**config.mk**
```make
export PLATFORM = sky130hd
export DESIGN_NAME = id_ex_stage
export DESIGN_NICKNAME = d
export VERILOG_FILES = /design/src/rtl/cpu_pkg.sv /design/src/rtl/id_ex_stage_hazard_detect.sv /design/src/rtl/id_ex_stage.sv
export SDC_FILE = /design/constraint.sdc
export NUM_CORES = 1
export LEC_CHECK = 0
export ABC_AREA = 1
export CAP_MARGIN = 40
export CORE_UTILIZATION = 46
export DETAILED_ROUTE_END_ITERATION = 8
export GPL_TIMING_DRIVEN = 0
export PLACE_DENSITY_LB_ADDON = 0.3
export SYNTH_ARGS = -nofsm -noshare
export SYNTH_HDL_FRONTEND = slang
export SYNTH_SLANG_ARGS = --single-unit
```
**constraint.sdc**
```tcl
create_clock -name i_clock -period 4.68 [get_ports i_clock]
set_input_delay 0.468 -clock i_clock [delete_from_list [all_inputs] [get_ports i_clock]]
set_output_delay 0.468 -clock i_clock [all_outputs]
set_load 0.02 [all_outputs]
```
**src/rtl/cpu_pkg.sv**
```systemverilog
// -----------------------------------------------------------------------------
// cpu_pkg
// Shared CPU definitions: ALU opcodes, major opcodes, architectural register
// indices and the packed decoder control bundle carried down the pipeline.
// No ports (package).
// -----------------------------------------------------------------------------
package cpu_pkg;

    // ALU operation codes
    localparam logic [4:0] ALU_ADD = 5'b00000;
    localparam logic [4:0] ALU_SUB = 5'b00001;
    localparam logic [4:0] ALU_AND = 5'b00010;
    localparam logic [4:0] ALU_OR  = 5'b00011;
    localparam logic [4:0] ALU_SLL = 5'b00100;
    localparam logic [4:0] ALU_SRA = 5'b00101;
    localparam logic [4:0] ALU_MUL = 5'b00110;
    localparam logic [4:0] ALU_DIV = 5'b00111;

    // Major opcodes
    localparam logic [4:0] OP_SW  = 5'b00111;
    localparam logic [4:0] OP_LW  = 5'b01000;
    localparam logic [4:0] OP_JAL = 5'b00011;

    // Architectural registers with fixed roles
    localparam int REG_RA      = 31;
    localparam int REG_RSTATUS = 30;

    // Decoder control bundle; field order is also the bit order (Rwe = MSB)
    typedef struct packed {
        logic Rwe;
        logic br;
        logic DMwe;
        logic ALUinB;
        logic Rwd;
        logic j;
        logic jr;
        logic jal;
    } ctrl_t;

endpackage

```
**src/rtl/id_ex_stage_hazard_detect.sv**
```systemverilog
// -----------------------------------------------------------------------------
// hazard_detect
// Purely combinational load-use hazard and stall-request logic.
// Ports:
//   i_ex_valid, i_ex_Rwd, i_ex_wreg : instruction currently in EX
//   i_id_valid, i_id_rs, i_id_rt,
//   i_id_rt_used                     : instruction currently in ID
//   i_ex_busy                        : multi-cycle unit in EX not done
//   o_hz                             : load-use hazard
//   o_stall_id                       : freeze PC and IF/ID this cycle
// -----------------------------------------------------------------------------
module hazard_detect
    import cpu_pkg::*;
#(
    parameter int RW = 5
) (
    input  logic          i_ex_valid,
    input  logic          i_ex_Rwd,
    input  logic [RW-1:0] i_ex_wreg,
    input  logic          i_id_valid,
    input  logic [RW-1:0] i_id_rs,
    input  logic [RW-1:0] i_id_rt,
    input  logic          i_id_rt_used,
    input  logic          i_ex_busy,
    output logic          o_hz,
    output logic          o_stall_id
);

    logic w_rs_match;
    logic w_rt_match;

    assign w_rs_match = (i_id_rs == i_ex_wreg);
    // rt only matters when the ID instruction actually reads it (e.g. not addi)
    assign w_rt_match = i_id_rt_used && (i_id_rt == i_ex_wreg);

    // r0 is hardwired zero, so a load targeting it can never be a hazard source
    assign o_hz = i_ex_valid && i_ex_Rwd && (i_ex_wreg != '0) && i_id_valid
                  && (w_rs_match || w_rt_match);

    assign o_stall_id = o_hz || i_ex_busy;

endmodule

```
**src/rtl/id_ex_stage.sv**
```systemverilog
// -----------------------------------------------------------------------------
// id_ex_stage
// Decode-to-execute pipeline register. Captures the decoder control bundle,
// operands and destination for EX; inserts bubbles on load-use hazards and
// flushes; holds while the mul/div unit is busy; raises the stall request that
// freezes PC and IF/ID; counts stall cycles (saturating).
// Ports:
//   i_clock, i_reset_n              : clock, async active-low reset
//   i_id_*                          : ID-stage instruction, operands, controls
//   i_ex_busy                       : mul/div in EX not finished
//   i_flush                         : kill the instruction leaving ID
//   o_ex_*                          : registered EX-stage copies
//   o_stall_id                      : combinational stall request
//   o_stall_count                   : saturating stall-cycle counter
// -----------------------------------------------------------------------------
module id_ex_stage
    import cpu_pkg::*;
#(
    parameter int DW = 32,
    parameter int RW = 5,
    parameter int CW = 16
) (
    input  logic          i_clock,
    input  logic          i_reset_n,
    input  logic          i_id_valid,
    input  logic [DW-1:0] i_id_pc,
    input  logic [DW-1:0] i_id_imm,
    input  logic [DW-1:0] i_id_rs_data,
    input  logic [DW-1:0] i_id_rt_data,
    input  logic [RW-1:0] i_id_rs,
    input  logic [RW-1:0] i_id_rt,
    input  logic          i_id_rt_used,
    input  logic [RW-1:0] i_id_rd,
    input  logic [4:0]    i_id_alu_op,
    input  logic          i_id_Rwe,
    input  logic          i_id_br,
    input  logic          i_id_DMwe,
    input  logic          i_id_ALUinB,
    input  logic          i_id_Rwd,
    input  logic          i_id_j,
    input  logic          i_id_jr,
    input  logic          i_id_jal,
    input  logic          i_ex_busy,
    input  logic          i_flush,
    output logic          o_ex_valid,
    output logic [DW-1:0] o_ex_pc,
    output logic [DW-1:0] o_ex_imm,
    output logic [DW-1:0] o_ex_rs_data,
    output logic [DW-1:0] o_ex_rt_data,
    output logic [RW-1:0] o_ex_wreg,
    output logic [4:0]    o_ex_alu_op,
    output logic          o_ex_Rwe,
    output logic          o_ex_br,
    output logic          o_ex_DMwe,
    output logic          o_ex_ALUinB,
    output logic          o_ex_Rwd,
    output logic          o_ex_j,
    output logic          o_ex_jr,
    output logic          o_ex_jal,
    output logic          o_stall_id,
    output logic [CW-1:0] o_stall_count
);

    logic          r_ex_valid;
    ctrl_t         r_ctrl;
    logic [4:0]    r_alu_op;
    logic [DW-1:0] r_pc;
    logic [DW-1:0] r_imm;
    logic [DW-1:0] r_rs_data;
    logic [DW-1:0] r_rt_data;
    logic [RW-1:0] r_wreg;
    logic          r_flush_pending;
    logic [CW-1:0] r_stall_count;

    ctrl_t         w_id_ctrl;
    ctrl_t         w_id_ctrl_gated;
    logic [RW-1:0] w_id_wreg;
    logic          w_hz;
    logic          w_stall_id;

    always_comb begin
        w_id_ctrl = '{Rwe:    i_id_Rwe,
                      br:     i_id_br,
                      DMwe:   i_id_DMwe,
                      ALUinB: i_id_ALUinB,
                      Rwd:    i_id_Rwd,
                      j:      i_id_j,
                      jr:     i_id_jr,
                      jal:    i_id_jal};
        // An invalid ID slot must never carry live controls into EX
        w_id_ctrl_gated = i_id_valid ? w_id_ctrl : ctrl_t'('0);
        // jal links into the return-address register regardless of rd
        w_id_wreg = i_id_jal ? RW'(REG_RA) : i_id_rd;
    end

    hazard_detect #(
        .RW(RW)
    ) u_hazard_detect (
        .i_ex_valid   (r_ex_valid),
        .i_ex_Rwd     (r_ctrl.Rwd),
        .i_ex_wreg    (r_wreg),
        .i_id_valid   (i_id_valid),
        .i_id_rs      (i_id_rs),
        .i_id_rt      (i_id_rt),
        .i_id_rt_used (i_id_rt_used),
        .i_ex_busy    (i_ex_busy),
        .o_hz         (w_hz),
        .o_stall_id   (w_stall_id)
    );

    // Pipeline register. Priority: hold on busy > flush bubble > hazard bubble > load.
    always_ff @(posedge i_clock or negedge i_reset_n) begin
        if (!i_reset_n) begin
            r_ex_valid      <= 1'b0;
            r_ctrl          <= '0;
            r_alu_op        <= '0;
            r_pc            <= '0;
            r_imm           <= '0;
            r_rs_data       <= '0;
            r_rt_data       <= '0;
            r_wreg          <= '0;
            r_flush_pending <= 1'b0;
        end else if (i_ex_busy) begin
            // EX is frozen; remember a flush so it is honoured once busy drops.
            // A single bit is enough: repeated flushes collapse into one bubble.
            if (i_flush) begin
                r_flush_pending <= 1'b1;
            end
        end else if (i_flush || r_flush_pending || w_hz) begin
            // Bubble: only valid/controls/opcode are cleared, data fields hold
            r_ex_valid      <= 1'b0;
            r_ctrl          <= '0;
            r_alu_op        <= '0;
            r_flush_pending <= 1'b0;
        end else begin
            r_ex_valid <= i_id_valid;
            r_ctrl     <= w_id_ctrl_gated;
            r_alu_op   <= i_id_alu_op;
            r_pc       <= i_id_pc;
            r_imm      <= i_id_imm;
            r_rs_data  <= i_id_rs_data;
            r_rt_data  <= i_id_rt_data;
            r_wreg     <= w_id_wreg;
        end
    end

    // Saturating stall-cycle counter
    always_ff @(posedge i_clock or negedge i_reset_n) begin
        if (!i_reset_n) begin
            r_stall_count <= '0;
        end else if (w_stall_id && (r_stall_count != {CW{1'b1}})) begin
            r_stall_count <= r_stall_count + 1'b1;
        end
    end

    assign o_ex_valid    = r_ex_valid;
    assign o_ex_pc       = r_pc;
    assign o_ex_imm      = r_imm;
    assign o_ex_rs_data  = r_rs_data;
    assign o_ex_rt_data  = r_rt_data;
    assign o_ex_wreg     = r_wreg;
    assign o_ex_alu_op   = r_alu_op;
    assign o_ex_Rwe      = r_ctrl.Rwe;
    assign o_ex_br       = r_ctrl.br;
    assign o_ex_DMwe     = r_ctrl.DMwe;
    assign o_ex_ALUinB   = r_ctrl.ALUinB;
    assign o_ex_Rwd      = r_ctrl.Rwd;
    assign o_ex_j        = r_ctrl.j;
    assign o_ex_jr       = r_ctrl.jr;
    assign o_ex_jal      = r_ctrl.jal;
    assign o_stall_id    = w_stall_id;
    assign o_stall_count = r_stall_count;

endmodule
```
==> metrics.txt <==
critical path required time=4.21 ns; final net count=approximately 1,400; period utilisation layout=64.9%; status=complete, no violations; top_reg_cell synth=dfrtp_1; Setup Viol. Count Final=0; Yosys reg bits=164; clk_lat worst skew=between 0.4 and 0.5 ns; Buffers & Inverters on Critical Path=4; leak pwr=0.00555 uW; die footprint=16,600 sq um; First-pass DRT Iterations=5; Detailed Place HPWL=17,800 um; Final GP Congestion=0.922; Worst R2R Setup Slack=2.60 ns; fin area=~12,000 sq um; vias in the first global route=7,474; slowest CP cell=clkdlybuf4s50_1; DRC errors left=0; CP top delay family=buffers and inverters; Peak supply drop=259 uV; post-route ant nets=0; worst reg-to-reg path cell count=5; All-Layer GR Usage=between 30% and 40%; first-pass GRT wire length=roughly 38,000 um; CP endpoint kind=output port; worst-path maximum fanout=10; Worst Setup Path Type=in -> out; reg2reg end=o_ex_rt_data[3]; Peak Freq=0.329 GHz; Design Power=4620 uW; Post-Syn Nets=1,030; worst slack, placed=1.66 ns; initial antenna violation count=0; Largest stage delay, worst path=0.64 ns; Worst Path Arrival=2.57 ns; most frequent cells in the layout=372 x nand2_1, 323 x clkdlybuf4s50_1, 164 x dfrtp_1; Std-Cell Rows=45; largest net degree at the start of global routing=86; number of library cell types mapped by synthesis=22; max_cap viols=0; fin util=about 75%; ANT cells=0; fraction of registers with async set/reset=100%; Starting Density=47.9%; clk slew on worst S/H paths=about 0.06 ns; Worst Hold Class=in -> async; CP most frequent cell=nand2_1; initial drt markers=377; CP Cell Sequence=clkdlybuf4s50_1 > inv_1 > nand2_1 > nand2_1 > nor2_1 > nand3_1 > nand2_1 > nand2_2 > nand2_2 > buf_2 > clkdlybuf4s50_1; cts bufs inserted=17; clock skew=slightly above 0.009 ns; Setup TNS Final=0 ns; CTS Hold Bufs=0; placed cell area=about 11,000 sq um; number of enable flip-flop cells after synthesis=0; Vert. Die Dim=129 um; die width=129 um; Pwr Density=399 nW/um^2; Mapped Area=7390 sq um; relative slew slack=between 40% and 50%; layout cell share with drive strength beyond 1=under 10%; final setup margin=approximately 1.6 ns; Max Slew Vio Count=0; PostCTS Resize Cnt=0; Post-CTS Setup Inserts=0; unrepaired setup endpoints after global routing=false; DR WL/cell=between 15 and 20 um; DR vias=~7,600; Reg-to-Reg Start=r_flush_pending; area grow syn2layout=56.8%; final wirelength=around 24,000 um; drt via density=~5.3; Syn Area/Cell=8.52 sq um; I/O Pins=approximately 330; Fin. Hold Viols=0; CORE AREA=between 15,000 and 20,000 sq um; most common cell after layout, fill and taps aside=nand2_1; Post-Syn Instances=867; register area share after synthesis=a little under three fifths; clk sink count=164; transition time of the tightest slew-check pin=0.801 ns; Clock Path Buffers=2; H-tree levels=4; CTS tree=built; grt ovf=0; CTS Root Cell=clkbuf_16; fin crit period=between 3 and 4 ns; CP Launch Type=input port; Syn. warnings=0; Port Buffers=324
cell families after synthesis:
logic type / after synthesis / share of synthesized area [%]
xor+xnor: 15 / 1.78
fa+ha+maj: 1 / 0.169
buf+inv: 102 / 6.50
flops: 164 / 55.5
simple gates: 585 / 36.0
where the power goes:
group | internal [uW] | switching [uW] | total (uW)
sequential | 1630 | 153 | 1780
combinational | 610 | 666 | 1280
clock | 979 | 584 | 1560
total | 3220 | 1400 | 4620
how the worst max path moves through the flow:
| stage | endpoint | startpoint | slack [ns] | cells past startpoint |
|---|---|---|---|---|
| after detailed placement | o_stall_id | i_id_rs[0] | 1.66 | 11 |
| after CTS | o_stall_id | i_id_rs[0] | 1.64 | 11 |
| after global routing | o_stall_id | i_id_rs[0] | 1.50 | 11 |
| after floorplan | o_stall_id | o_ex_wreg[3] | 2.86 | 9 |
| final | o_stall_id | i_id_rs[4] | 1.64 | 11 |
| after global placement | o_ex_rs_data[4] | i_reset_n | -3.55 | 1 |
final cells by class:
type	instances	area, sq um
Tap cell	211	264
Clock buffer	21	460
Buffer	67	349
Sequential cell	164	4100
Timing Repair Buffer	325	3280
Clock inverter	11	198
Multi-Input combinational cell	601	2810
Fill cell	1150	3840
Inverter	35	131
layer usage:
| metal | wire length, um | vias up | track usage [%] |
|---|---|---|---|
| met1 | 9480 | 3611 | 35.4 |
| li1 | - | 3565 | - |
| met2 | 11800 | 329 | 50.6 |
| met3 | 1990 | 65 | 8.48 |
| met4 | 1050 | 0 | 16.8 |
| met5 | 0 | - | 0 |
registers in the layout, summed over array words and instances (netlist names), 5 cells and up:
name	count
o_ex_wreg	5
o_ex_pc	32
o_ex_imm	32
o_ex_rs_data	32
o_stall_count	16
o_ex_rt_data	32
o_ex_alu_op	5
per-stage QoR:
stage                     hold slack [ns]  cells
after detailed placement            0.457   1403
after global placement              0.452   1402
after CTS                          0.0304   1435
final                            0.000517   1435
after floorplan                     0.172    867
after global routing               0.0614   1435
synthesized netlist by cell type, types with 3 or more instances:
cell        n  area, sq um
nand3_1    27          135
nand4_1   150          938
or2_2       5         31.3
buf_2      24          120
dfrtp_1   164         4100
inv_1      29          109
buf_1       9         33.8
xnor2_1     4         35.0
xor2_1     11         96.3
buf_6       9          101
inv_2       5         18.8
nor2_1     19         71.3
nor3_1      5         25.0
clkbuf_1   25         93.8
nand2_1   372         1400
nand2_2     3         18.8
(Power assumes the default switching activity.)
